`config.mk`:
```
export PLATFORM = sky130hd
export DESIGN_NAME = bcd_entry_loader
export DESIGN_NICKNAME = d
export VERILOG_FILES = /design/src/rtl/bcd_entry_loader_pkg.sv /design/src/rtl/bcd_entry_loader_debounce_pulse.sv /design/src/rtl/bcd_entry_loader.sv
export SDC_FILE = /design/constraint.sdc
export NUM_CORES = 1
export LEC_CHECK = 0
export BUFFER_PORTS_ARGS = -buffer_cell sky130_fd_sc_hd__buf_2
export CORE_MARGIN = 4
export CORE_UTILIZATION = 35
export DETAILED_ROUTE_END_ITERATION = 16
export GPL_ROUTABILITY_DRIVEN = 1
export PLACE_DENSITY = 0.62
export SYNTH_ARGS = -nofsm -noshare
export SYNTH_HDL_FRONTEND = slang
export SYNTH_SLANG_ARGS = --single-unit
```
`constraint.sdc`:
```
create_clock -name CLK -period 2.23 [get_ports CLK]
set_clock_uncertainty 0.15 [all_clocks]
set_input_delay 0.446 -clock CLK [delete_from_list [all_inputs] [get_ports CLK]]
set_output_delay 0.446 -clock CLK [all_outputs]
set_load 0.005 [all_outputs]
```
`src/rtl/bcd_entry_loader_pkg.sv`:
```
// Shared definitions for the BCD entry loader: digit width, BCD limit, FSM encodings.
package bcd_entry_loader_pkg;

    localparam int DIGIT_W = 4;
    localparam logic [DIGIT_W-1:0] BCD_MAX = 4'd9;

    typedef enum logic {
        ST_ENTRY = 1'b0,
        ST_FULL  = 1'b1
    } state_t;

    function automatic logic is_bcd(input logic [DIGIT_W-1:0] d);
        return d <= BCD_MAX;
    endfunction

endpackage

```
`src/rtl/bcd_entry_loader_debounce_pulse.sv`:
```
// Button conditioner: 2-FF synchroniser, saturating stability counter, rising-edge press pulse.
// Pulse appears DB_CYCLES + 2 cycles after a raw edge that stays stable; no backpressure.
module debounce_pulse #(
    parameter int DB_CYCLES = 1000000
) (
    input  logic CLK,
    input  logic RST_N,
    input  logic raw,
    output logic level,
    output logic pulse
);

    localparam int CNT_W = $clog2(DB_CYCLES + 1);
    localparam logic [CNT_W-1:0] CNT_LAST = CNT_W'(DB_CYCLES - 1);

    logic             r_sync0;
    logic             r_sync1;
    logic             r_level;
    logic             r_pulse;
    logic [CNT_W-1:0] r_cnt;
    logic             w_flip;

    // The DB_CYCLES-th disagreeing sample flips the level; the counter restarts so it never wraps.
    assign w_flip = (r_sync1 != r_level) && (r_cnt == CNT_LAST);

    always_ff @(posedge CLK or negedge RST_N) begin
        if (!RST_N) begin
            r_sync0 <= 1'b0;
            r_sync1 <= 1'b0;
            r_level <= 1'b0;
            r_pulse <= 1'b0;
            r_cnt   <= '0;
        end else begin
            r_sync0 <= raw;
            r_sync1 <= r_sync0;
            r_pulse <= w_flip && r_sync1;
            if (r_sync1 == r_level) begin
                r_cnt <= '0;
            end else if (w_flip) begin
                r_level <= r_sync1;
                r_cnt   <= '0;
            end else begin
                r_cnt <= r_cnt + 1'b1;
            end
        end
    end

    assign level = r_level;
    assign pulse = r_pulse;

endmodule

```
`src/rtl/bcd_entry_loader.sv`:
```
// Keys four BCD digits into slots A-D via debounced ENTER/CLEAR buttons, then raises GO.
// Slot/IDX/ERR/GO update one cycle after the press pulse; GO holds until CLEAR.
module bcd_entry_loader
    import bcd_entry_loader_pkg::*;
#(
    parameter int DB_CYCLES = 1000000
) (
    input  logic               CLK,
    input  logic               RST_N,
    input  logic [DIGIT_W-1:0] SW,
    input  logic               BTN_ENT,
    input  logic               BTN_CLR,
    output logic [DIGIT_W-1:0] A,
    output logic [DIGIT_W-1:0] B,
    output logic [DIGIT_W-1:0] C,
    output logic [DIGIT_W-1:0] D,
    output logic               GO,
    output logic [1:0]         IDX,
    output logic               ERR
);

    logic w_ent_pulse;
    logic w_clr_pulse;
    logic w_unused_ent_level;
    logic w_unused_clr_level;

    debounce_pulse #(.DB_CYCLES(DB_CYCLES)) u_db_ent (
        .CLK   (CLK),
        .RST_N (RST_N),
        .raw   (BTN_ENT),
        .level (w_unused_ent_level),
        .pulse (w_ent_pulse)
    );

    debounce_pulse #(.DB_CYCLES(DB_CYCLES)) u_db_clr (
        .CLK   (CLK),
        .RST_N (RST_N),
        .raw   (BTN_CLR),
        .level (w_unused_clr_level),
        .pulse (w_clr_pulse)
    );

    state_t                       r_state;
    logic [1:0]                   r_idx;
    logic                         r_err;
    logic                         r_go;
    logic [3:0][DIGIT_W-1:0]      r_slot;

    state_t                       w_state_nxt;
    logic [1:0]                   w_idx_nxt;
    logic                         w_err_nxt;
    logic                         w_go_nxt;
    logic [3:0][DIGIT_W-1:0]      w_slot_nxt;

    always_ff @(posedge CLK or negedge RST_N) begin
        if (!RST_N) begin
            r_state <= ST_ENTRY;
            r_idx   <= 2'd0;
            r_err   <= 1'b0;
            r_go    <= 1'b0;
            r_slot  <= '0;
        end else begin
            r_state <= w_state_nxt;
            r_idx   <= w_idx_nxt;
            r_err   <= w_err_nxt;
            r_go    <= w_go_nxt;
            r_slot  <= w_slot_nxt;
        end
    end

    // Clear has priority, so a simultaneous enter is dropped.
    always_comb begin
        w_state_nxt = r_state;
        w_idx_nxt   = r_idx;
        w_err_nxt   = r_err;
        w_go_nxt    = r_go;
        w_slot_nxt  = r_slot;
        if (w_clr_pulse) begin
            w_state_nxt = ST_ENTRY;
            w_idx_nxt   = 2'd0;
            w_err_nxt   = 1'b0;
            w_go_nxt    = 1'b0;
            w_slot_nxt  = '0;
        end else if (w_ent_pulse && (r_state == ST_ENTRY)) begin
            if (is_bcd(SW)) begin
                w_slot_nxt[r_idx] = SW;
                w_err_nxt         = 1'b0;
                if (r_idx == 2'd3) begin
                    w_state_nxt = ST_FULL;
                    w_go_nxt    = 1'b1;
                    w_idx_nxt   = 2'd0;
                end else begin
                    w_idx_nxt = r_idx + 2'd1;
                end
            end else begin
                w_err_nxt = 1'b1;
            end
        end
    end

    assign A   = r_slot[0];
    assign B   = r_slot[1];
    assign C   = r_slot[2];
    assign D   = r_slot[3];
    assign GO  = r_go;
    assign IDX = r_idx;
    assign ERR = r_err;

endmodule

```
# ---- Word-level counts from Yosys, hierarchy flattened
# Index checks and enable logic that the tools add are counted.
dict set report totals {
  regBits 68
  latchBits 0
  mem_bits_rw 0
  mem_bits_ro 0
  output_inout_bits 20
  wordCells 67
  mem_count 0
}
dict set report classes {
  addsub 3
  mul 0
  div 0
  n_lt_le_gt_ge 3
  eq_ne 7
  n_shift 0
  n_mux 21
  bitwise 3
  reduce_logical 13
}
# operator count
set ops {}
lappend ops {{20-bit two-way mux} 4}
lappend ops {{16-bit two-way mux} 3}
lappend ops {{20-bit by 1-bit adder with 20-bit output (second input constant)} 2}
lappend ops {{20-bit == test (second input constant)} 2}
lappend ops {{16-bit bitwise mux} 1}
lappend ops {{4-bit demux with 2-bit select} 1}
lappend ops {{2-bit two-way mux} 4}
lappend ops {{1-bit two-way mux} 7}
lappend ops {{1-bit logical AND} 6}
lappend ops {{2-bit AND reduction} 3}
lappend ops {{2-bit nonzero test} 3}
lappend ops {{4-bit less-or-equal comparator (second input constant)} 1}
lappend ops {{4-bit two-way mux} 1}
lappend ops {{2-bit by 3-bit less-than comparator with 1-bit output (second input constant)} 1}
lappend ops {{1-bit inverter} 3}
lappend ops {{3-bit AND reduction} 1}
lappend ops {{2-bit by 1-bit adder with 2-bit output (second input constant)} 1}
lappend ops {{1-bit == test} 2}
lappend ops {{2-bit == test (second input constant)} 1}
lappend ops {{2-bit by 1-bit >= comparator with 1-bit output (second input constant)} 1}
lappend ops {{1-bit != test} 2}

# ---- Longest topological paths before layout
dict set report logic_depth {
  word_depth 8
  ltp_mapped 6
  depth_no_buf 5
}

# ---- By module
# Synthesis repeated with hierarchy kept, for this count alone.
dict set report unflattened {
  cells_unflattened 304
  area_unflattened_um2 3343.2
}
# mod n_inst cells_per_inst area_each_um2 seq_area_each_um2
set modules_own_cells {}
lappend modules_own_cells {debounce_pulse 2 107 1184.9 600.6}
lappend modules_own_cells {bcd_entry_loader 1 90 973.4 500.5}

# ---- Worst setup path before layout
# Ideal clock, no wire load.
dict set report synth_path {
  kind {register -> register}
  start {register u_db_clr.r_cnt[0]}
  end {register u_db_clr.r_cnt[18]}
  setup_ps 78
  t_arrival_ps 1882
  required_time_ps 2002
  slack_ps 120
  stages_incl_launch_ff 7
  period_less_slack_ps 2110
  path_cell_list {dfrtp_1 -> ha_1 -> nand4_1 -> or4_1 -> clkbuf_2 -> or4_1 -> a21oi_1}
}
dict set report synth_between {
  elab_chain_len 4
}
# element line
set synth_lines {}
lappend synth_lines {{start: declaration} bcd_entry_loader_debounce_pulse.sv:20} ;# logic [CNT_W-1:0] r_cnt;
lappend synth_lines {{start signal: assignment} bcd_entry_loader_debounce_pulse.sv:43} ;# r_cnt <= r_cnt + 1'b1;
lappend synth_lines {{parallel branches: the longest is 2 deep, another holds 20-bit by 1-bit adder with 20-bit output} --}
lappend synth_lines {{20-bit two-way mux *} bcd_entry_loader_debounce_pulse.sv:39} ;# end else if (w_flip) begin
lappend synth_lines {{20-bit two-way mux *} bcd_entry_loader_debounce_pulse.sv:37} ;# if (r_sync1 == r_level) begin
# Mark *: on every way between the ends.
# A chain may end at the register's enable or synchronous reset.

# ---- Final worst setup path
dict set report layout_path {
  start {register u_db_clr.r_cnt[1]}
  end {register u_db_clr.r_cnt[18]}
}
# Same word-level chain as after synthesis.

==> results.md <==
Worst setup path:
- The kind of end point of the critical path is a flip-flop.
- The data arrival time of the critical path is 2200 ps.
- The data required time at the worst endpoint is 2360 ps.
- The category of the most critical setup path is reg2reg.
- The worst reg2reg path endpoint is u_db_clr.r_cnt[18].
- Along the worst path, the maximum fanout reaches 7.
- Setup slack on the worst reg-to-reg path comes out at 160 ps.
- The worst setup path is launched from a flip-flop.
- The worst reg-to-reg path cell count is 5.
- The startpoint of the worst register-to-register path is u_db_clr.r_cnt[1].

Power:
- The worst voltage drop across the vdd grid is 0.000251 V.
- Dividing total power by cell area gives a power density of 621 nW/um^2.
- In this run the static leakage power is 0.00172 uW.

Min path:
- The worst hold path terminates at u_db_ent.r_sync0.
- Counting instances, the worst hold path has a depth of 1.
- The hold path startpoint is BTN_ENT.
- The tightest min-delay check is of the in2reg type.

Finish:
- The share of cells above drive strength 1 is 17.2%.
- Leaving out fill and tap cells, the most frequent cells in the layout are sky130_fd_sc_hd__dfrtp_1, sky130_fd_sc_hd__nor2_1, sky130_fd_sc_hd__buf_2.
- The area taken by flip-flops and latches is 1700 um^2.
- The area growth from synthesis to layout is 16.2%.
- Leaving out fill and tap cells, the most frequent cell in the layout is sky130_fd_sc_hd__dfrtp_1.
- The net count of the finished layout is 353.
- After filler insertion, the fill cell instance count of the layout stands at 850.
- The number of antenna diodes in the final layout is 0.
- The multi-input combinational cell area is 1360 um^2.

Placed design:
- The global placer's final weighted congestion is 0.795.
- The final HPWL from detailed placement is 4220 um.
- The number of port buffers is 27.
- The worst slack at placement is 49.9 ps.

Die:
- The die area is 10500 um^2.
- 28 I/O pins were placed.
- The starting density of the core is 35.8%.
- The die outline height is 102 um.
- The area of the core is 8720 um^2.
- The floorplan has 34 rows.
- Measured along the x axis, the die boundary spans 102 um.

Clock network:
- The root buffer cell chosen for the clock tree is sky130_fd_sc_hd__clkbuf_8.
- The clock tree buffer depth is 2.
- Clock tree synthesis inserted a total of 9 buffers.
- After clock tree synthesis, the clock-pin slew on the worst setup and hold paths is 80 ps.
- TritonCTS built the clock tree.
- The H-tree generated during clock tree synthesis spans 3 levels.
- The clock network latency to the later pin of the worst-skew pair is 350 ps.
- Clock tree synthesis found a total of 68 sinks.

Timing:
- Setup repair after global routing left no endpoint under its margin.
- The max-slew headroom at the worst pin is 58.4%.
- For the pin with the worst max-slew slack, the measured transition is 624 ps.
- In the final timing run, aggregate negative setup slack is 0 ps.
- The count of final setup violators is 0.
- The hold violation total from the final report is 0.
- The final worst slack is 158 ps.
- Of the available clock period, the critical path in the final layout requires 92.9%.
- The final number of max-transition violations is 0.
- The maximum operating frequency is 0.483 GHz.
- The post-layout minimum cycle time is 2070 ps.

Yosys:
- After synthesis, the mean cell area works out to 10.4 um^2.
- The instance count of the mapped netlist is 300.
- The register area share after synthesis is 54.5%.
- The synthesized netlist contains 33 unique library cells.
- In this run, synthesis produced a sequential element count of 68.
- In the synthesized netlist the async set-or-reset flop fraction comes to 100%.
- The number of synthesis warnings is 0.
- The synthesized netlist net count is 314.
- The cell area after technology mapping is 3120 um^2.
- Yosys mapped a number of flops with a built-in enable equal to 0.
- The most used flip-flop cell after synthesis is sky130_fd_sc_hd__dfrtp_1.

Drt:
- Dividing the detail-routed wire length by the instance count gives 13.2 um.
- In this run, the number of DRC markers left after iteration 0 of detailed routing was 88.
- The routed layout has 2321 vias.
- The via density per instance is 5.13.
- In the routed design, unresolved DRC markers number 0.
- In this run the remaining antenna-violating nets after routing total 0.
- The final wirelength is 5950 um.
- The detailed-router iteration count before antenna repair is 4.

Global routing:
- Entering global routing, the biggest net connects 45 pins.
- The initial antenna violation count is 0.
- The first global-routing pass estimated 10700 um of wire.
- Across every metal layer, demand over resource in global routing totals 12.8%.
- The number of global-route vias before repair is 2318.
- The overflow left after global routing is 0.

Job:
- The max-cap check violation count is 0.

Outcome:
- The run finished with clean final reports.
[metal layers]
| metal | routed length [um] | GRT usage, % | share of wire [%] | vias up |
|---|---|---|---|---|
| met2 | 2790 | 20.6 | 47 | 45 |
| li1 | - | - | - | 1133 |
| met4 | 102 | 5.55 | 1.7 | 0 |
| met3 | 309 | 3.75 | 5.2 | 10 |
| met5 | 0 | 0 | 0 | - |
| met1 | 2740 | 16.0 | 46 | 1133 |
[power by group]
group	internal, uW	total (uW)	switching (uW)
Sequential	1240	1260	12.8
Combinational	30.3	86.2	55.9
Clock	408	912	504
Total	1680	2260	572
[final cells by class]
cell class | count | share of cell area, %
flip-flops and latches | 68 | 46.9
multi-input cells | 213 | 37.3
repair buffers | 37 | 6.20
well taps | 108 | 3.72
clock buffers | 9 | 3.41
clock inverters | 7 | 1.45
inverters | 10 | 1.03
[synthesized netlist by cell type, types with 2 or more instances]
master                     count  share of area [%]
sky130_fd_sc_hd__a21oi_1      17                2.7
sky130_fd_sc_hd__xor2_1       13                3.6
sky130_fd_sc_hd__inv_1        10                1.2
sky130_fd_sc_hd__or4b_1        2               0.64
sky130_fd_sc_hd__nor4_1        4               0.80
sky130_fd_sc_hd__xnor2_1      11                3.1
sky130_fd_sc_hd__and4_1        2               0.56
sky130_fd_sc_hd__buf_2         3               0.48
sky130_fd_sc_hd__clkbuf_1      5               0.60
sky130_fd_sc_hd__nand3_1      20                3.2
sky130_fd_sc_hd__mux2i_1      16                5.1
sky130_fd_sc_hd__and3_1        4               0.80
sky130_fd_sc_hd__o31ai_1       7                1.7
sky130_fd_sc_hd__nor2_1       45                5.4
sky130_fd_sc_hd__nor3_1        4               0.64
sky130_fd_sc_hd__o21ai_0       8                1.3
sky130_fd_sc_hd__mux2_2        2               0.72
sky130_fd_sc_hd__or3_1        10                2.0
sky130_fd_sc_hd__nand2_1      16                1.9
sky130_fd_sc_hd__nor4b_1       2               0.56
sky130_fd_sc_hd__dfrtp_1      68                 54
sky130_fd_sc_hd__or4_1         8                1.9
sky130_fd_sc_hd__ha_1          6                2.4
sky130_fd_sc_hd__nand4_1       8                1.6
[worst max-delay path by stage]
stage / start / slack, ps / end / cells past startpoint
6_report: u_db_clr.r_cnt[1] / 160 / u_db_clr.r_cnt[18] / 5
5_1_grt: u_db_clr.r_cnt[7] / 2 / u_db_clr.r_cnt[17] / 4
4_1_cts: u_db_clr.r_cnt[0] / 60 / u_db_clr.r_cnt[18] / 5
3_5_place_dp: u_db_clr.r_cnt[0] / 50 / u_db_clr.r_cnt[18] / 5
3_3_place_gp: u_db_clr.r_cnt[0] / 120 / u_db_clr.r_cnt[18] / 5
2_1_floorplan: u_db_clr.r_cnt[0] / 120 / u_db_clr.r_cnt[18] / 6
[critical path, cell delays in order (launching register included)]
cell and delay, ps:
sky130_fd_sc_hd__dfrtp_1 390, sky130_fd_sc_hd__ha_1 190, sky130_fd_sc_hd__nand4_1 130, sky130_fd_sc_hd__or4_4 600, sky130_fd_sc_hd__or4_1 410, sky130_fd_sc_hd__a21oi_1 150
[cells by family (layout without fill, tap and decap cells)]
kind of cell,after synthesis,after routing,synth area share (%)
XOR/XNOR,24,24,6.73
flip-flops,68,68,54.5
multiplexers,18,18,5.85
buffers and inverters,19,63,2.44
AND/OR/NAND/NOR,130,130,21.3
adder cells (fa/ha/maj),6,6,2.40
AO/OA/AOI/OAI,35,35,6.77
[metrics by stage]
stage	std cells	area, um^2	util [%]	hold slack (ps)	total power, uW
4_1_cts	451	3620	41.5	31.6	2290
6_report	452	3630	41.6	51.4	2260
3_5_place_dp	434	3430	39.4	165	1370
2_1_floorplan	300	3120	-	0.409	1310
3_3_place_gp	434	3430	39.4	164	1370
5_1_grt	452	3630	41.6	38.7	2360
[flip-flops by register name, indices dropped and copies added, names as in the netlist]
signal / count
A: 4
B: 4
C: 4
D: 4
ERR: 1
GO: 1
IDX: 2
u_db_clr.level: 1
u_db_clr.pulse: 1
u_db_clr.r_cnt: 20
u_db_clr.r_sync0: 1
u_db_clr.r_sync1: 1
u_db_ent.level: 1
u_db_ent.pulse: 1
u_db_ent.r_cnt: 20
u_db_ent.r_sync0: 1
u_db_ent.r_sync1: 1
[timing repair]
item,CTS,global route
buffers inserted,0,1
setup endpoints to repair,0,1
gates resized for setup,0,1
endpoints found under the hold margin,6,0
hold buffers,1,0
(Power assumes the default switching activity.)
